[config.mk]
export PLATFORM = sky130hd
export DESIGN_NAME = crc_req_sched
export DESIGN_NICKNAME = d
export VERILOG_FILES = /design/src/rtl/crc_req_sched.sv
export SDC_FILE = /design/constraint.sdc
export NUM_CORES = 1
export LEC_CHECK = 0
export CORE_ASPECT_RATIO = 1.4
export CORE_MARGIN = 8
export CORE_UTILIZATION = 42
export DETAILED_ROUTE_END_ITERATION = 8
export PLACE_DENSITY = 0.83
export SETUP_SLACK_MARGIN = 0.02
export SYNTH_ARGS = -nofsm -noshare
export SYNTH_HDL_FRONTEND = slang
export SYNTH_SLANG_ARGS = --single-unit
[constraint.sdc]
create_clock -name clk -period 1.6 [get_ports clk]
set_input_delay 0.32 -clock clk [delete_from_list [all_inputs] [get_ports clk]]
set_output_delay 0.32 -clock clk [all_outputs]
set_load 0.02 [all_outputs]
[src/rtl/crc_req_sched.sv]
// ---------------------------------------------------------------------------
// crc_req_sched
//   Two-requester scheduler in front of a byte-serial CRC engine. Each
//   requester signals a job by toggling its req*_tgl line. Pending jobs are
//   arbitrated round-robin. The granted job seeds the engine with a one-cycle
//   eng_init pulse, streams len bytes with src_vld flow control, and finishes
//   with a one-cycle done pulse to its requester.
//
// Ports
//   clk                 clock, rising-edge
//   rst_n               asynchronous active-low reset
//   req0_tgl, req1_tgl  request toggles; each level change is one job
//   len0, len1          job byte counts, sampled only at grant
//   src_vld0, src_vld1  requester data byte valid this cycle
//   eng_init            one-cycle seed-load pulse to the CRC engine
//   eng_en              engine consumes one byte this cycle
//   eng_sel             requester feeding the engine (held for the job)
//   eng_last            final byte of the job (only together with eng_en)
//   done0, done1        one-cycle completion pulse per requester
//   ovf0, ovf1          sticky flag: a request was dropped
//   busy                FSM is not idle
// ---------------------------------------------------------------------------
module crc_req_sched #(
    parameter int LEN_W = 8
) (
    input  logic             clk,
    input  logic             rst_n,
    input  logic             req0_tgl,
    input  logic             req1_tgl,
    input  logic [LEN_W-1:0] len0,
    input  logic [LEN_W-1:0] len1,
    input  logic             src_vld0,
    input  logic             src_vld1,
    output logic             eng_init,
    output logic             eng_en,
    output logic             eng_sel,
    output logic             eng_last,
    output logic             done0,
    output logic             done1,
    output logic             ovf0,
    output logic             ovf1,
    output logic             busy
);

    typedef enum logic [1:0] {
        S_IDLE = 2'd0,
        S_INIT = 2'd1,
        S_RUN  = 2'd2,
        S_FIN  = 2'd3
    } state_t;

    localparam logic [LEN_W-1:0] CNT_ZERO = {LEN_W{1'b0}};
    localparam logic [LEN_W-1:0] CNT_ONE  = {{(LEN_W-1){1'b0}}, 1'b1};

    state_t           state_q;
    state_t           state_d;
    logic [1:0]       hist_q;
    logic [1:0]       pend_q;
    logic [1:0]       pend_d;
    logic [1:0]       ovf_q;
    logic [1:0]       ovf_d;
    logic             ptr_q;
    logic             ptr_d;
    logic             sel_q;
    logic             sel_d;
    logic [LEN_W-1:0] cnt_q;
    logic [LEN_W-1:0] cnt_d;

    logic [1:0]       req_s;
    logic [1:0]       edge_s;
    logic [1:0]       clr_s;
    logic             grant_s;
    logic [LEN_W-1:0] len_gnt_s;
    logic             vld_sel_s;
    logic             en_s;
    logic             last_s;

    assign req_s     = {req1_tgl, req0_tgl};
    assign edge_s    = req_s ^ hist_q;
    assign vld_sel_s = sel_q ? src_vld1 : src_vld0;
    assign en_s      = (state_q == S_RUN) & vld_sel_s;
    assign last_s    = en_s & (cnt_q == CNT_ONE);
    assign len_gnt_s = grant_s ? len1 : len0;

    // Round-robin grant: a tie goes to the requester not served last.
    always_comb begin
        grant_s = 1'b0;
        if (pend_q == 2'b11) begin
            grant_s = ~ptr_q;
        end else if (pend_q[1]) begin
            grant_s = 1'b1;
        end else begin
            grant_s = 1'b0;
        end
    end

    // Pending clear for the served requester happens in the FIN cycle.
    always_comb begin
        clr_s = 2'b00;
        if (state_q == S_FIN) begin
            clr_s = sel_q ? 2'b10 : 2'b01;
        end else begin
            clr_s = 2'b00;
        end
    end

    // FSM state register.
    always_ff @(posedge clk or negedge rst_n) begin
        if (!rst_n) begin
            state_q <= S_IDLE;
        end else begin
            state_q <= state_d;
        end
    end

    // FSM next-state logic.
    always_comb begin
        state_d = state_q;
        case (state_q)
            S_IDLE: begin
                if (|pend_q) begin
                    state_d = S_INIT;
                end else begin
                    state_d = S_IDLE;
                end
            end
            S_INIT: begin
                // Empty job skips RUN; the CRC result is just the seed.
                if (cnt_q != CNT_ZERO) begin
                    state_d = S_RUN;
                end else begin
                    state_d = S_FIN;
                end
            end
            S_RUN: begin
                if (last_s) begin
                    state_d = S_FIN;
                end else begin
                    state_d = S_RUN;
                end
            end
            S_FIN: begin
                state_d = S_IDLE;
            end
            default: begin
                state_d = S_IDLE;
            end
        endcase
    end

    // FSM outputs; eng_en follows src_vld combinationally so a stall costs no cycle.
    always_comb begin
        eng_init = 1'b0;
        eng_en   = 1'b0;
        eng_last = 1'b0;
        done0    = 1'b0;
        done1    = 1'b0;
        busy     = 1'b0;
        case (state_q)
            S_IDLE: begin
                busy = 1'b0;
            end
            S_INIT: begin
                eng_init = 1'b1;
                busy     = 1'b1;
            end
            S_RUN: begin
                eng_en   = en_s;
                eng_last = last_s;
                busy     = 1'b1;
            end
            S_FIN: begin
                done0 = clr_s[0];
                done1 = clr_s[1];
                busy  = 1'b1;
            end
            default: begin
                busy = 1'b0;
            end
        endcase
    end

    assign eng_sel = sel_q;
    assign ovf0    = ovf_q[0];
    assign ovf1    = ovf_q[1];

    // Datapath next-state: pending/overflow bookkeeping, grant latch, byte counter.
    always_comb begin
        cnt_d = cnt_q;
        sel_d = sel_q;
        ptr_d = ptr_q;
        // A new edge always sets pending, even in the cycle it is being cleared.
        pend_d = edge_s | (pend_q & ~clr_s);
        ovf_d  = ovf_q | (edge_s & pend_q & ~clr_s);
        if ((state_q == S_IDLE) && (|pend_q)) begin
            cnt_d = len_gnt_s;
            sel_d = grant_s;
        end else if (en_s) begin
            // RUN always holds cnt >= 1, so this cannot wrap.
            cnt_d = cnt_q - CNT_ONE;
        end else begin
            cnt_d = cnt_q;
        end
        if (state_q == S_FIN) begin
            ptr_d = sel_q;
        end else begin
            ptr_d = ptr_q;
        end
    end

    // Datapath registers; the pointer resets to 1 so requester 0 wins the first tie.
    always_ff @(posedge clk or negedge rst_n) begin
        if (!rst_n) begin
            hist_q <= 2'b00;
            pend_q <= 2'b00;
            ovf_q  <= 2'b00;
            ptr_q  <= 1'b1;
            sel_q  <= 1'b0;
            cnt_q  <= CNT_ZERO;
        end else begin
            hist_q <= req_s;
            pend_q <= pend_d;
            ovf_q  <= ovf_d;
            ptr_q  <= ptr_d;
            sel_q  <= sel_d;
            cnt_q  <= cnt_d;
        end
    end

endmodule

==> key figures <==
STA
  – Unrepaired setup endpoints after global routing: true
  – F_max: 524.1 MHz
  – Setup TNS: -1907 ps
  – Final setup fails: 15
  – Hold slack final: 335.2 ps
  – Final WS setup: -308.1 ps
  – Endpoints failing hold: 0
  – Final period utilization: 119.3%
  – Final Slew Violations: 0
  – Max-slew headroom: 69.81%
  – Crit path time final: 1908 ps
  – Setup Skew: 1.310 ps
  – Slew of the pin with the lowest slew margin: 449.4 ps

GRT
  – Global-route wire length before repair: 5547 µm
  – Vias in the first global route: 1245
  – Total track usage: 16.40%
  – Pin count of the biggest net entering global routing: 19
  – Initial antenna violation count: 0
  – Grt total ovfl: 0

Clock tree
  – Clock Latency Late Sink: 300 ps
  – H-tree depth: 1
  – Root buf cell: clkbuf_4
  – CTS Hold Buffers Added: 0
  – Clock transition at the registers of the reported paths: 110 ps
  – Total CTS buffers: 3
  – Clock Sink Count: 18
  – Clock Path Buffers: 2
  – CTS tree: built

Cells and area
  – Reg area: 451.7 µm²
  – Area occupied by multi-input gates: 805.8 µm²
  – ANT cells: 0
  – Post-route cell area: 2042 µm²
  – Layout area overhead: 90.65%
  – Final cell count without fillers: 216
  – Commonest cells after routing, fill and taps aside: buf_4, clkdlybuf4s50_1, dfrtp_1
  – Fin util: 84.47%
  – Layout cells sized above 1: 52.20%
  – # nets final: 213
  – FILL cells: 130
  – Most common cell after layout, fill and taps aside: buf_4

Yosys
  – Synth top area cells: dfrtp_1, ha_1, xnor2_1
  – Syn Inst Count: 107
  – Avg Cell Area, Syn: 10.01 µm²
  – Number of enable flip-flop cells after synthesis: 0
  – Synthesis-stage register bit count: 18
  – Top cell type's share of synthesized area: 39.72%
  – Top_reg_cell synth: dfrtp_1
  – FFs w/ async S/R, synth: 100.0%
  – Synthesis Warnings: 0
  – Synth area leader: dfrtp_1
  – Yosys cell types: 36
  – Register area share after synthesis: 42.17%
  – Syn Nets: 137
  – Synthesized area: 1071 µm²

Routing
  – Remaining DRCs: 0
  – Vias: 1205
  – Detail-routed net length per standard cell: 18.81 µm
  – Wl on met1: 1507 µm
  – Mean number of vias per cell: 5.579
  – DR pass1 iterations: 4
  – DR top layer: met4
  – First DRT Iteration DRCs: 65
  – Routed Antenna Nets: 0
  – Met3 routed WL: 135 µm
  – Met2 wire length: 2268 µm
  – Routed wire length: 4062 µm

Setup path
  – CP arrival: 1590 ps
  – CP startpoint kind: register
  – Crit Path Class: reg -> out
  – Worst Path Required: 1280 ps
  – Crit end category: output pin
  – Crit-path max FO: 2

Die
  – Initial core utilization: 44.31%
  – Core area: 2417 µm²
  – # IOs: 31
  – DIE HEIGHT: 75.75 µm
  – Die area: 4445 µm²
  – Row cnt: 21
  – DIE WIDTH: 58.68 µm

Power
  – Max IR drop VDD: 0.001209 V
  – Static Leak: 0.8554 nW
  – Total power: 3.899 mW
  – Power per Cell Area: 1910 nW/µm²

Place
  – Area after DPL: 1628 µm²
  – Cells after DPL: 196
  – Placer's final routability congestion estimate: 0.8921
  – DPL Wire Length: 2316 µm
  – Pre-CTS WS: -587.7 ps
  – PortBufs: 30

Worst hold path
  – Hold Path Class: in -> async

Run status
  – Status: finished with violations
  – Failing checks: setup timing

Flow run
  – Max-cap violations: 0
-- state kept, by name (all words and copies together) (netlist names) --
name	count
eng_sel	1
state_q	2
pend_q	2
ovf_q	2
hist_q	2
cnt_q	8
ptr_q	1
-- critical path, stage by stage (launching register included) --
cell	delay, ps
dfrtp_1	410
or4_4	550
nor4_4	150
buf_4	180
-- cell usage after synthesis, types with 2 or more instances --
master    number
a211oi_1       7
nor4_1         3
nand2_1        8
or4_1          2
inv_1         10
o21ai_0        4
nor2_1         3
a21oi_1        5
a32oi_1        2
o21bai_1       2
nor2b_1        5
ha_1           8
nor3_1         3
xnor2_1        7
dfrtp_1       17
-- where the power goes --
group | switching (mW) | internal, mW | total, mW
clock network | 0.152 | 0.139 | 0.291
logic | 1.39 | 1.44 | 2.82
registers | 0.161 | 0.625 | 0.786
-- layer usage --
metal | track usage (%) | up-vias
li1 | - | 541
met1 | 15.48 | 605
met2 | 32.23 | 45
met3 | 2.534 | 14
met4 | 9.867 | 0
met5 | 0 | -
-- cell families after synthesis --
kind of cell	synth area share [%]
AOI/OAI and AO/OA	20.09
xor gates and xnor gates	5.724
adders and majority gates	9.346
buffers and inverters	4.322
DFF	42.17
muxes	3.154
and+or+nand+nor	15.19
-- path summary, 6_finish.rpt --
check                      startpoint  depth (start not counted)  slack (ps)    endpoint
setup / recovery             cnt_q[2]                          3        -310    eng_last
hold / removal                  rst_n                          2         340  state_q[1]
setup reg to reg             cnt_q[2]                          4        -200  state_q[0]
hold reg to reg              ovf_q[0]                          1         490    ovf_q[0]
max in group asynchronous       rst_n                          2        1010       ptr_q
min in group clk             ovf_q[0]                          1         490    ovf_q[0]
-- area by class of cell --
class | count | share of cell area (%)
inverters | 10 | 2.206
well taps | 34 | 2.083
multi-input cells | 77 | 39.46
clock buffers | 4 | 1.777
repair buffers | 73 | 32.35
flip-flops and latches | 18 | 22.12
-- repair_timing --
item                                    CTS  global route
pin swaps                                14             8
setup buffers                             8             9
cloned                                    1             0
endpoints found under the setup margin   17            16
gates resized for setup                  77            28
No activity file was read; power rests on OpenSTA's default activity.
